### config.mk
export PLATFORM = sky130hd
export DESIGN_NAME = dmem_port_arbiter_flat
export DESIGN_NICKNAME = d
export VERILOG_FILES = /design/src/rtl/dmem_port_if.sv /design/src/rtl/dmem_port_arbiter.sv /design/src/flat_wrapper.sv
export SDC_FILE = /design/constraint.sdc
export NUM_CORES = 1
export LEC_CHECK = 0
export ABC_AREA = 1
export BUFFER_PORTS_ARGS = -buffer_cell sky130_fd_sc_hd__clkbuf_2
export CORE_AREA = 8 8 113 115
export CTS_BUF_LIST = sky130_fd_sc_hd__clkbuf_4 sky130_fd_sc_hd__clkbuf_8
export DETAILED_ROUTE_END_ITERATION = 10
export DIE_AREA = 0 0 121 123
export PLACE_DENSITY = 0.58
export SYNTH_ARGS = -nofsm -noshare
export SYNTH_HDL_FRONTEND = slang
export SYNTH_SLANG_ARGS = --single-unit
### constraint.sdc
create_clock -name clk -period 1.2 [get_ports clk]
set_input_delay 0.18 -clock clk [delete_from_list [all_inputs] [get_ports clk]]
set_output_delay 0.18 -clock clk [all_outputs]
set_load 0.05 [all_outputs]
### src/rtl/dmem_port_if.sv
`default_nettype none
// ============================================================================
//  Module   : dmem_port_if
//  Brief    : Bundle of the three requester ports (external loader, scalar
//             LSU, vector LSU) and the single-port data memory side.
//             slave  = arbiter view, master = requesters/memory view.
//  Revision : 1.0 - initial release
// ============================================================================
interface dmem_port_if #(
  parameter int DATA_W = 32,
  parameter int ADDR_W = 15,
  parameter int LEN_W  = 5
);
  // external loader (write only)
  logic              ext_we;
  logic [ADDR_W-1:0] ext_addr;
  logic [DATA_W-1:0] ext_wdata;
  logic              ext_ready;
  // scalar load/store unit
  logic              sc_req;
  logic              sc_we;
  logic [ADDR_W-1:0] sc_addr;
  logic [DATA_W-1:0] sc_wdata;
  logic              sc_gnt;
  logic              sc_rvalid;
  logic [DATA_W-1:0] sc_rdata;
  // vector load/store unit
  logic              vx_req;
  logic              vx_we;
  logic [ADDR_W-1:0] vx_addr;
  logic [DATA_W-1:0] vx_wdata;
  logic [LEN_W-1:0]  vx_len;
  logic              vx_gnt;
  logic              vx_rvalid;
  logic [DATA_W-1:0] vx_rdata;
  // data memory
  logic              mem_en;
  logic              mem_we;
  logic [ADDR_W-1:0] mem_addr;
  logic [DATA_W-1:0] mem_wdata;
  logic [DATA_W-1:0] mem_rdata;
  // status
  logic              busy;

  modport slave (
    input  ext_we, ext_addr, ext_wdata,
    input  sc_req, sc_we, sc_addr, sc_wdata,
    input  vx_req, vx_we, vx_addr, vx_wdata, vx_len,
    input  mem_rdata,
    output ext_ready,
    output sc_gnt, sc_rvalid, sc_rdata,
    output vx_gnt, vx_rvalid, vx_rdata,
    output mem_en, mem_we, mem_addr, mem_wdata,
    output busy
  );

  modport master (
    output ext_we, ext_addr, ext_wdata,
    output sc_req, sc_we, sc_addr, sc_wdata,
    output vx_req, vx_we, vx_addr, vx_wdata, vx_len,
    output mem_rdata,
    input  ext_ready,
    input  sc_gnt, sc_rvalid, sc_rdata,
    input  vx_gnt, vx_rvalid, vx_rdata,
    input  mem_en, mem_we, mem_addr, mem_wdata,
    input  busy
  );
endinterface
`default_nettype wire

### src/rtl/dmem_port_arbiter.sv
`default_nettype none
// ============================================================================
//  Module   : dmem_port_arbiter
//  Brief    : Shares one single-port data memory between the external loader,
//             the scalar LSU and the vector LSU. One access per cycle,
//             ext > round-robin(scalar, vector), vector bursts hold a lock,
//             read data is steered back via a tag pipeline of RD_LAT stages.
//  Revision : 1.0 - initial release
// ============================================================================
module dmem_port_arbiter #(
  parameter int DATA_W    = 32,
  parameter int ADDR_W    = 15,
  parameter int MAX_BURST = 16,
  parameter int RD_LAT    = 1
) (
  input  logic        clk,
  input  logic        rst,
  dmem_port_if.slave  bus
);

  localparam int               c_len_w   = $clog2(MAX_BURST + 1);
  localparam logic [c_len_w-1:0] c_len_one = c_len_w'(1);

  typedef enum logic [0:0] {
    ST_IDLE  = 1'b0,
    ST_BURST = 1'b1
  } state_t;

  typedef enum logic [1:0] {
    TAG_NONE = 2'd0,
    TAG_SC   = 2'd1,
    TAG_VX   = 2'd2
  } tag_t;

  state_t             r_state, w_state_nxt;
  logic               r_rr_vx, w_rr_vx_nxt;      // 1: vector wins the next sc/vx tie
  logic [c_len_w-1:0] r_beats_left, w_beats_left_nxt;
  tag_t               r_tag [RD_LAT];

  logic               w_ext_win, w_sc_win, w_vx_win;
  logic               w_ext_gnt, w_sc_gnt, w_vx_gnt;
  logic               w_mem_en, w_mem_we;
  logic [ADDR_W-1:0]  w_mem_addr;
  logic [DATA_W-1:0]  w_mem_wdata;
  tag_t               w_issue_tag;
  logic               w_tags_live;
  logic               w_sc_rvalid, w_vx_rvalid;

  // State, round-robin pointer and burst beat counter
  always_ff @(posedge clk or posedge rst) begin
    if (rst) begin
      r_state      <= ST_IDLE;
      r_rr_vx      <= 1'b0;
      r_beats_left <= '0;
    end else begin
      r_state      <= w_state_nxt;
      r_rr_vx      <= w_rr_vx_nxt;
      r_beats_left <= w_beats_left_nxt;
    end
  end

  // Arbitration decision and next-state logic
  always_comb begin
    w_state_nxt      = r_state;
    w_rr_vx_nxt      = r_rr_vx;
    w_beats_left_nxt = r_beats_left;
    w_ext_win        = 1'b0;
    w_sc_win         = 1'b0;
    w_vx_win         = 1'b0;
    unique case (r_state)
      ST_IDLE: begin
        if (bus.ext_we) begin
          w_ext_win = 1'b1;
        end else if (bus.sc_req && bus.vx_req) begin
          w_vx_win = r_rr_vx;
          w_sc_win = !r_rr_vx;
        end else begin
          w_sc_win = bus.sc_req;
          w_vx_win = bus.vx_req;
        end
        if (w_sc_win) begin
          w_rr_vx_nxt = 1'b1;
        end
        if (w_vx_win) begin
          w_rr_vx_nxt = 1'b0;
          // A length of 0 or 1 is a single beat and never locks the port
          if (bus.vx_len > c_len_one) begin
            w_beats_left_nxt = bus.vx_len - c_len_one;
            w_state_nxt      = ST_BURST;
          end
        end
      end
      ST_BURST: begin
        // Gaps in vx_req stall the burst but keep the lock
        w_vx_win = bus.vx_req;
        if (bus.vx_req) begin
          w_beats_left_nxt = r_beats_left - c_len_one;
          if (r_beats_left == c_len_one) begin
            w_state_nxt = ST_IDLE;
            w_rr_vx_nxt = 1'b0;
          end
        end
      end
      default: begin
        w_state_nxt = ST_IDLE;
      end
    endcase
  end

  // Every output is held at 0 while reset is asserted
  assign w_ext_gnt = w_ext_win && !rst;
  assign w_sc_gnt  = w_sc_win  && !rst;
  assign w_vx_gnt  = w_vx_win  && !rst;

  // Memory request mux from the winning requester, plus the read tag to issue
  always_comb begin
    w_mem_en    = 1'b0;
    w_mem_we    = 1'b0;
    w_mem_addr  = '0;
    w_mem_wdata = '0;
    w_issue_tag = TAG_NONE;
    if (w_ext_gnt) begin
      w_mem_en    = 1'b1;
      w_mem_we    = 1'b1;
      w_mem_addr  = bus.ext_addr;
      w_mem_wdata = bus.ext_wdata;
    end else if (w_sc_gnt) begin
      w_mem_en    = 1'b1;
      w_mem_we    = bus.sc_we;
      w_mem_addr  = bus.sc_addr;
      w_mem_wdata = bus.sc_wdata;
      w_issue_tag = bus.sc_we ? TAG_NONE : TAG_SC;
    end else if (w_vx_gnt) begin
      w_mem_en    = 1'b1;
      w_mem_we    = bus.vx_we;
      w_mem_addr  = bus.vx_addr;
      w_mem_wdata = bus.vx_wdata;
      w_issue_tag = bus.vx_we ? TAG_NONE : TAG_VX;
    end
  end

  // Read-return tag shift register, one stage per cycle of memory latency
  always_ff @(posedge clk or posedge rst) begin
    if (rst) begin
      for (int i = 0; i < RD_LAT; i++) begin
        r_tag[i] <= TAG_NONE;
      end
    end else begin
      r_tag[0] <= w_issue_tag;
      for (int i = 1; i < RD_LAT; i++) begin
        r_tag[i] <= r_tag[i-1];
      end
    end
  end

  // Any read still travelling through the tag pipeline keeps busy high
  always_comb begin
    w_tags_live = 1'b0;
    for (int i = 0; i < RD_LAT; i++) begin
      if (r_tag[i] != TAG_NONE) begin
        w_tags_live = 1'b1;
      end
    end
  end

  assign w_sc_rvalid = (r_tag[RD_LAT-1] == TAG_SC);
  assign w_vx_rvalid = (r_tag[RD_LAT-1] == TAG_VX);

  assign bus.ext_ready = w_ext_gnt;
  assign bus.sc_gnt    = w_sc_gnt;
  assign bus.vx_gnt    = w_vx_gnt;
  assign bus.sc_rvalid = w_sc_rvalid;
  assign bus.vx_rvalid = w_vx_rvalid;
  assign bus.sc_rdata  = w_sc_rvalid ? bus.mem_rdata : '0;
  assign bus.vx_rdata  = w_vx_rvalid ? bus.mem_rdata : '0;
  assign bus.mem_en    = w_mem_en;
  assign bus.mem_we    = w_mem_we;
  assign bus.mem_addr  = w_mem_addr;
  assign bus.mem_wdata = w_mem_wdata;
  assign bus.busy      = (r_state == ST_BURST) || w_tags_live;

endmodule
`default_nettype wire

### src/flat_wrapper.sv
// flat-port wrapper written by rule: the top's interface ports become plain ports
module dmem_port_arbiter_flat 
#(
  parameter int DATA_W    = 32,
  parameter int ADDR_W    = 15,
  parameter int MAX_BURST = 16,
  parameter int RD_LAT    = 1
)
  (clk, rst, bus_ext_we, bus_ext_addr, bus_ext_wdata, bus_sc_req, bus_sc_we, bus_sc_addr, bus_sc_wdata, bus_vx_req, bus_vx_we, bus_vx_addr, bus_vx_wdata, bus_vx_len, bus_mem_rdata, bus_ext_ready, bus_sc_gnt, bus_sc_rvalid, bus_sc_rdata, bus_vx_gnt, bus_vx_rvalid, bus_vx_rdata, bus_mem_en, bus_mem_we, bus_mem_addr, bus_mem_wdata, bus_busy);
  dmem_port_if #(.DATA_W(DATA_W), .ADDR_W(ADDR_W), .LEN_W(($clog2(MAX_BURST + 1)))) bus_i ();
  input  logic clk;
  input  logic rst;
  input wire logic [$bits(bus_i.ext_we)-1:0] bus_ext_we;
  input wire logic [$bits(bus_i.ext_addr)-1:0] bus_ext_addr;
  input wire logic [$bits(bus_i.ext_wdata)-1:0] bus_ext_wdata;
  input wire logic [$bits(bus_i.sc_req)-1:0] bus_sc_req;
  input wire logic [$bits(bus_i.sc_we)-1:0] bus_sc_we;
  input wire logic [$bits(bus_i.sc_addr)-1:0] bus_sc_addr;
  input wire logic [$bits(bus_i.sc_wdata)-1:0] bus_sc_wdata;
  input wire logic [$bits(bus_i.vx_req)-1:0] bus_vx_req;
  input wire logic [$bits(bus_i.vx_we)-1:0] bus_vx_we;
  input wire logic [$bits(bus_i.vx_addr)-1:0] bus_vx_addr;
  input wire logic [$bits(bus_i.vx_wdata)-1:0] bus_vx_wdata;
  input wire logic [$bits(bus_i.vx_len)-1:0] bus_vx_len;
  input wire logic [$bits(bus_i.mem_rdata)-1:0] bus_mem_rdata;
  output wire logic [$bits(bus_i.ext_ready)-1:0] bus_ext_ready;
  output wire logic [$bits(bus_i.sc_gnt)-1:0] bus_sc_gnt;
  output wire logic [$bits(bus_i.sc_rvalid)-1:0] bus_sc_rvalid;
  output wire logic [$bits(bus_i.sc_rdata)-1:0] bus_sc_rdata;
  output wire logic [$bits(bus_i.vx_gnt)-1:0] bus_vx_gnt;
  output wire logic [$bits(bus_i.vx_rvalid)-1:0] bus_vx_rvalid;
  output wire logic [$bits(bus_i.vx_rdata)-1:0] bus_vx_rdata;
  output wire logic [$bits(bus_i.mem_en)-1:0] bus_mem_en;
  output wire logic [$bits(bus_i.mem_we)-1:0] bus_mem_we;
  output wire logic [$bits(bus_i.mem_addr)-1:0] bus_mem_addr;
  output wire logic [$bits(bus_i.mem_wdata)-1:0] bus_mem_wdata;
  output wire logic [$bits(bus_i.busy)-1:0] bus_busy;
  assign bus_i.ext_we = bus_ext_we;
  assign bus_i.ext_addr = bus_ext_addr;
  assign bus_i.ext_wdata = bus_ext_wdata;
  assign bus_i.sc_req = bus_sc_req;
  assign bus_i.sc_we = bus_sc_we;
  assign bus_i.sc_addr = bus_sc_addr;
  assign bus_i.sc_wdata = bus_sc_wdata;
  assign bus_i.vx_req = bus_vx_req;
  assign bus_i.vx_we = bus_vx_we;
  assign bus_i.vx_addr = bus_vx_addr;
  assign bus_i.vx_wdata = bus_vx_wdata;
  assign bus_i.vx_len = bus_vx_len;
  assign bus_i.mem_rdata = bus_mem_rdata;
  assign bus_ext_ready = bus_i.ext_ready;
  assign bus_sc_gnt = bus_i.sc_gnt;
  assign bus_sc_rvalid = bus_i.sc_rvalid;
  assign bus_sc_rdata = bus_i.sc_rdata;
  assign bus_vx_gnt = bus_i.vx_gnt;
  assign bus_vx_rvalid = bus_i.vx_rvalid;
  assign bus_vx_rdata = bus_i.vx_rdata;
  assign bus_mem_en = bus_i.mem_en;
  assign bus_mem_we = bus_i.mem_we;
  assign bus_mem_addr = bus_i.mem_addr;
  assign bus_mem_wdata = bus_i.mem_wdata;
  assign bus_busy = bus_i.busy;
  dmem_port_arbiter #(.DATA_W(DATA_W), .ADDR_W(ADDR_W), .MAX_BURST(MAX_BURST), .RD_LAT(RD_LAT)) u_core (.clk(clk), .rst(rst), .bus(bus_i));
endmodule
Word level (Yosys, flattened, before mapping):

Index checks and enable logic that the tools add are counted.
Widths: inputs -> output; s select.

* register bits after elaboration: 9
* bits of input ports: 185
* output and inout bits: 119
* logic and storage cells: 70

* add/subtract/negate cells: 2
* $lt $le $gt $ge: 1
* equality and inequality tests: 8
* muxes and demuxes: 44
* bitwise logic cells: 1
* reductions and logical operators: 10

Operators with widths (number)
* $mux 32: 5
* $mux 15: 3
* $mux 1: 25
* $mux 5: 3
* $pmux 5 s2: 1
* $sub 5x1->5 const B: 2
* $mux 2: 4
* $ne 2x2->1 const B: 3
* $pmux 1 s2: 3
* $reduce_and 3->1: 2
* $eq 5x1->1 const B: 1
* $gt 5x1->1 const B: 1
* $logic_and 1x1->1: 4
* $ne 3x3->1 const B: 1
* $eq 2x1->1 const B: 1
* $eq 2x2->1 const B: 1
* $logic_not 1->1: 2
* $ne 2x1->1 const B: 1
* $reduce_bool 2->1: 1
* $logic_or 1x1->1: 1
* $not 1->1: 1

Longest topological paths before layout:

Gate-level depths: netlist of the first run.

* word-level depth: 9
* mapped depth: 8

Worst setup path after synthesis of the first run:

No wires, ideal clock.

* kind: flip-flop to output port
* start: reg u_core.r_tag[0] (netlist bit)
* end: out bus_vx_rdata[10]
* arrival: 2.167 ns
* data required time: 1.020 ns
* path slack: -1.147 ns
* cell stages (with the launch flop): 5
* cells stage by stage: dfrtp_1 nor2_1 inv_1 clkbuf_1 nor2_1

* word-level cells in the longest chain between the ends: 2

RTL lines
* from (decl): line dmem_port_arbiter.sv:38 `tag_t r_tag [RD_LAT];`
* from (signal, indexed assignment): line dmem_port_arbiter.sv:151 `r_tag[i] <= r_tag[i-1];`
* $eq 2x2->1: line dmem_port_arbiter.sv:167 `assign w_vx_rvalid = (r_tag[RD_LAT-1] == TAG_VX);`
* via bus_vx_rvalid: line flat_wrapper.sv:31 `output wire logic [$bits(bus_i.vx_rvalid)-1:0] bus_vx_rvalid;`
* $mux 32: line dmem_port_arbiter.sv:175 `assign bus.vx_rdata = w_vx_rvalid ? bus.mem_rdata : '0;`
* to (decl): line flat_wrapper.sv:32 `output wire logic [$bits(bus_i.vx_rdata)-1:0] bus_vx_rdata;`

The timed path passes the listed nets, and every way through them passes these cells.

Worst setup path after layout of the first run:

* start: reg u_core.r_state
* end: out bus_mem_addr[8]

* word-level cells in the longest chain between the ends: 6
* elaborated cells between the ends (all ways): 10
* those cells by class: mux: 6; bitwise: 1; reduce/logical: 3

RTL lines
* from (decl): line dmem_port_arbiter.sv:35 `state_t r_state, w_state_nxt;`
* from (signal assigned): line dmem_port_arbiter.sv:56 `r_state <= w_state_nxt;`
* $not 1->1: line dmem_port_arbiter.sv:70 `unique case (r_state)`
* $pmux 1 s2: line dmem_port_arbiter.sv:70
* $logic_and 1x1->1: line dmem_port_arbiter.sv:113 `assign w_vx_gnt = w_vx_win && !rst;`
* $mux 15: line dmem_port_arbiter.sv:133 `end else if (w_vx_gnt) begin`
* $mux 15: line dmem_port_arbiter.sv:127 `end else if (w_sc_gnt) begin`
* $mux 15 *: line dmem_port_arbiter.sv:122 `if (w_ext_gnt) begin`
* to (decl): line flat_wrapper.sv:35 `output wire logic [$bits(bus_i.mem_addr)-1:0] bus_mem_addr;`

Every way passes the cells marked *; elsewhere a longest branch is shown, timed or not.

==> results of run 1 <==
routing by layer:
layer / vias to the layer above / track usage (%) / routed length, um
met1: 1951 / 20.9 / 5530
met2: 209 / 41.3 / 9390
met5: - / 0 / 0
li1: 2020 / - / -
met3: 21 / 6.53 / 1430
met4: 0 / 6.64 / 380
path summary, 6_finish.rpt:
check,to,cells after the start
max,bus_mem_addr[8],6
min,u_core.r_rr_vx,3
max reg2reg,u_core.r_tag[1],6
min reg2reg,u_core.r_beats_left[1],2
max in group asynchronous,u_core.r_beats_left[3],3
min in group clk,u_core.r_tag[0],2
cells in the final DEF, fill, tap and decap left out, drive strengths merged, types with 2 or more instances in the layout:
cell type	synthesis	routed
nand3	113	113
ha	4	4
o21ai	2	2
dfrtp	9	9
buf	21	178
clkbuf	6	193
inv	53	49
nand2	134	134
clkinv	0	3
nor2	78	78
power groups by stage:
stage,clock (W),sequential [W],combinational [W]
floorplan,0,0.000510,0.00530
global placement,0,0.000528,0.00885
detailed placement,0,0.000540,0.00898
CTS,0.000409,0.000535,0.00949
global route,0.000440,0.000556,0.0102
finish,0.000410,0.000542,0.00971
sequential cells by signal (all words and copies together) (netlist names):
| register | count |
|---|---|
| u_core.r_beats_left | 5 |
| u_core.r_tag | 2 |
| u_core.r_rr_vx | 1 |
| u_core.r_state | 1 |
repair_timing:
action,4_1_cts,5_1_grt
buffers inserted,11,12
setup endpoints to repair,125,127
cloned,6,3
resized for setup,61,26
pin swaps,17,15
stage by stage:
stage	cells	area [um2]	utilization [%]	total power [W]
floorplan	425	3900	-	0.00581
global placement	886	7410	66.9	0.00938
detailed placement	886	7410	66.9	0.00952
CTS	906	7950	71.7	0.0104
global route	913	8100	73.1	0.0112
finish	914	8100	73.1	0.0107
cells by family after synthesis:
kind of cell	count (synthesis)
adders and majority gates	4
muxes	1
xor gates and xnor gates	2
AOI/OAI and AO/OA	4
DFF	9
buffers and inverters	80
and+or+nand+nor	325
cell type report:
cell class	count	share of cell area [%]
Inverter	53	2.75
Sequential cell	9	2.78
Multi-Input combinational cell	336	39.1
Timing Repair Buffer	368	52.5
Antenna cell	1	0.0309
Clock buffer	4	0.603
Tap cell	143	2.21
worst register-to-register path, delay by kind of cell (launching register included):
| kind | cells | cell delay [ns] |
|---|---|---|
| flip-flops | 1 | 0.41 |
| AO/OA/AOI/OAI | 1 | 0.18 |
| buffers and inverters | 3 | 0.47 |
| AND/OR/NAND/NOR | 2 | 0.14 |
==> results.cfg, run 1 <==
[synth]
ys_seq_elements = 9
synthMuxAreaShare_pct = 0.476
yosysUniqueCellTypes = 20
synth_nets = 614
ys_top_cells_by_area = nand3_1, nand2_1, nor2_1
synth_area_leader_cell = nand3_1
synth_warnings = 0
synth-simple-area-share_pct = 65.5
synth_compound_area_share_pct = 1.61
synthXorXnorAreaFrac_pct = 0.833
synthAdderAreaFrac_pct = 2.38
async_flop_share_pct = 100
seq_area_frac_synth_pct = 10.7
netlist_area_mm2 = 0.00210
synth.most_common_cell = nand2_1
synth_edf_count = 0
synth_top_area_share_pct = 26.7
synth_top_family_by_area = simple AND/OR/NAND/NOR gates
avgSynthCellArea_um2 = 4.95
ys.flop_type = dfrtp_1
netlist_top_cells_count = nand2_1, nand3_1, nor2_1, inv_1, dfrtp_1
synthCells = 425

[drt]
wl_per_cell_um = 18.3
dr.pass1.iters = 4
initialDrtViolationCount = 173
drc = 0
viasPerCell = 4.60
num_vias = 4201
routed_wl_um = 16700
drtAntennaViolNets = 0

[clocking]
numCtsBuffers = 3
cts_tree = yes
cts_max_level = 1
cts_buffer_depth = 2
cts.clk_slew.worst_paths_ns = 0.06
holdBufCountCts = 0
cts_sinks = 9
insertion_delay_ns = 0.25
cts-root-buf = clkbuf_8

[power]
switchingPower_w = 0.00556
p_per_area_mw_per_mm2 = 1320
power.internal_w = 0.00510
pwr-share-seq_pct = 5.1
vdd_drop_max_mv = 0.942
clkPwrFrac_pct = 3.8
power_leakage_nw = 3.98
swShare_pct = 52.2
comb_power_share_pct = 91.1

[finish]
drive_above_1_share_pct = 74.2
fillCellCount = 767
area_growth_pct = 285
final-seq-area_um2 = 225
nets = 960
multi_input_area_mm2 = 0.00317

[timing]
relSlewSlack_pct = 74.2
rsz0062_at_grt = true
holdWs_ns = 0.0581
drv_slew = 0
hold_violations = 0
skew_ns = 0.00872
worst_slack_ns = -0.650
fin_crit_sh_pct = 154
finalSetupViolCount = 123
max_freq_mhz = 541
setup-tns-final_ns = -57.93
fin_crit_ns = 1.85
worst_slew_pin_slew_ns = 0.387

[global_route]
grt_pass1_vias = 4775
grt_pass1_wl_um = 25500
antenna_found_initial = 0
grt_max_degree = 27
track_usage_pct = 21.2
overflow = 0

[outcome]
status = finished, violations left
violations = negative setup slack

[place]
dp_slack_ns = -0.394
globalplace.congestion = 0.880
port-buffer-count = 303
hpwlAfterDp_um = 13900

[worst_setup_path]
worst_setup_path_start_kind = flip-flop
path_cells = buf_6 -> a21oi_4 -> bufbuf_16 -> nand3_2 -> nand3_4 -> buf_12
cp.arrival_ns = 1.67
critPathSlowestCell = dfrtp_1
r2r_slack_ns = -0.06
crit_path_end_kind = output port
crit_buf_inv = 3
worstSetupPathType = reg -> out
path_max_fanout = 11
worst_path_dominant_cell_family = buffers and inverters
worstPathRequired_ns = 1.02
slowest_delay_ns = 0.41
crit_start = u_core.r_state
r2r-start = u_core.r_state

[floorplan]
num_rows = 39
pin_count = 304
die_y_um = 123
core-area_mm2 = 0.0111
start_util_pct = 19.0
die-area_mm2 = 0.0149
die-width_um = 121

[job]
maxCapViolCount = 0

[hold_path]
hp-class = in -> async
(Power assumes the default switching activity.)
==> run 2: changes to the inputs <==
==> constraint.sdc (replaced) <==
create_clock -name clk -period 1.2 [get_ports clk]
set_input_delay 0.24 -clock clk [delete_from_list [all_inputs] [get_ports clk]]
set_output_delay 0.24 -clock clk [all_outputs]
set_load 0.05 [all_outputs]
==> run 2 against run 1 <==
Effect of this change:
- the flow still finishes with violations (negative setup slack)
- die area unchanged
- cell count rose by 1.2%
- clock skew shrank 0.0076 ns
- clock power down 3%
- maximum frequency down 2.4%
- sequential cell count unchanged
- worst hold slack better by 0.087 ns
- largest power group unchanged
- highest routed layer unchanged
==> results.cfg, run 2 (synthesized netlist as in run 1, its figures left out) <==
[worst_setup_path]
slowest_delay_ns = 0.45
path_cells = nor2_4 -> nand2_2 -> inv_4 -> buf_8 -> buf_12 -> nand2_1 -> nand3_4 -> buf_12
cp.arrival_ns = 1.65
critPathSlowestCell = dfrtp_2
worstPathRequired_ns = 0.96
r2r_cells = 8
worstSetupPathType = reg -> out
worst_setup_path_start_kind = flip-flop
worst_path_dominant_cell_family = buffers and inverters
r2r-start = u_core.r_state
crit_start = u_core.r_state
cp_common_cell = buf_12
r2r_slack_ns = -0.21
r2r_end = u_core.r_beats_left[0]
crit_buf_inv = 4
path_max_fanout = 6
crit_path_end_kind = output port

[outcome]
status = finished, violations left
violations = negative setup slack

[timing]
fin_crit_sh_pct = 158
setup-tns-final_ns = -67.24
hold_violations = 0
max_freq_mhz = 528
relSlewSlack_pct = 74.8
fin_crit_ns = 1.89
rsz0062_at_grt = true
worst_slack_ns = -0.695
worst_slew_pin_slew_ns = 0.377
finalSetupViolCount = 128
skew_ns = 0.00114
drv_slew = 0

[global_route]
use_met1_pct = 22.0
grt-busiest-layer = met2
grt.met3_usage_pct = 6.80
antenna_found_initial = 0
grt_pass1_wl_um = 26500
met2_usage_pct = 44.5
grt_pass1_vias = 4876
overflow = 0
grt_max_degree = 26
track_usage_pct = 22.3

[finish]
max_flop_register = u_core.r_beats_left
final_cell_mix = clkbuf_2, buf_12, nand3_4, nor2_4, nand2_1
largest_register_ffs = 5
layoutNonFillerInstCount = 925
area_growth_pct = 311
drive_above_1_share_pct = 82.6
reg.largest.list = u_core.r_beats_left (5), u_core.r_tag (2)
n_antenna_cell = 0
multi_input_area_mm2 = 0.00347
final_common_cell = clkbuf_2
final-seq-area_um2 = 226
nets = 972
fillCellCount = 649

[clocking]
holdBufCountCts = 0
insertion_delay_ns = 0.24
cts.clk_slew.worst_paths_ns = 0.05
numCtsBuffers = 3
cts_sinks = 9
cts_buffer_depth = 2
cts_max_level = 1
cts-root-buf = clkbuf_8
cts_tree = yes

[floorplan]
die-width_um = 121
start_util_pct = 19.0
num_rows = 39
die_y_um = 123
die-area_mm2 = 0.0149
pin_count = 304
core-area_mm2 = 0.0111

[job]
maxCapViolCount = 0

[place]
place_inst = 885
hpwlAfterDp_um = 14100
port-buffer-count = 303
globalplace.congestion = 0.885

[drt]
wl_per_cell_um = 19.7
initialDrtViolationCount = 205
routed_wl_um = 18200
dr.pass1.iters = 4
viasPerCell = 4.75
drc = 0
drtAntennaViolNets = 0
num_vias = 4390

[hold_path]
hp-class = in -> async

[power]
p_total_w = 0.0114
p_per_area_mw_per_mm2 = 1320
vdd_drop_max_mv = 0.970
power_leakage_nw = 4.22
## run 2: changes by cell type in the layout (fill, tap and decap cells not counted), moves of 3 or more
cell | previous run | this run
nand3_2 | 5 | 26
nand2_4 | 26 | 38
nand3_1 | 35 | 12
buf_6 | 16 | 19
nand2_1 | 93 | 52
buf_12 | 134 | 139
nand2_2 | 14 | 42
## run 2: worst max-delay path by stage
stage / to / slack (ns) / cells after the start
global route: bus_mem_addr[7] / -0.73 / 7
finish: bus_mem_wdata[30] / -0.69 / 8
CTS: bus_mem_wdata[11] / -0.68 / 7
global placement: bus_mem_addr[3] / -0.43 / 7
detailed placement: bus_mem_addr[4] / -0.44 / 7
floorplan: bus_sc_rdata[0] / -0.41 / 5
## run 2: what timing repair did
item / CTS / global route
setup endpoints to repair: 126 / 127
gates cloned: 9 / 6
buffers inserted: 20 / 10
pin swaps: 18 / 19
resized for setup: 91 / 87
## run 2: through the flow
step | hold slack [ns] | area, um2 | utilization (%) | setup WS [ns]
after global placement | 0.385 | 7410 | 66.9 | -0.430
after detailed placement | 0.398 | 7410 | 66.9 | -0.435
after CTS | 0.149 | 8210 | 74.1 | -0.677
after global routing | 0.179 | 8630 | 77.9 | -0.729
final | 0.145 | 8630 | 77.9 | -0.695
after floorplan | 0.0679 | 3900 | - | -0.412
## run 2: power by group
part	switching, W	leakage [nW]	total [W]	internal [W]
sequential	0.000143	0.113	0.000570	0.000427
clock	0.000142	0.0262	0.000399	0.000256
combinational	0.00566	4.08	0.0104	0.00473
total	0.00595	4.22	0.0114	0.00541
## run 2: per-layer routing
metal / wire (um) / vias up
met2: 10200 / 267
met3: 1740 / 36
met1: 5830 / 2036
met5: 0 / -
met4: 454 / 0
li1: - / 2051
## run 2: worst register-to-register path, cell delays in order, from the launching register on
cell and delay (ns):
dfrtp_2 0.45, buf_4 0.16, buf_6 0.12, buf_6 0.13
nor2_4 0.11, nand2_4 0.11, nand2_4 0.12, nand2_2 0.07
nand2_2 0.07
## run 2: area by class of cell
class	instances	area share [%]
Timing Repair inverter	1	0.130
Multi-Input combinational cell	336	40.2
Sequential cell	9	2.62
Timing Repair Buffer	379	51.7
Clock buffer	4	0.565
Tap cell	143	2.07
Inverter	53	2.70
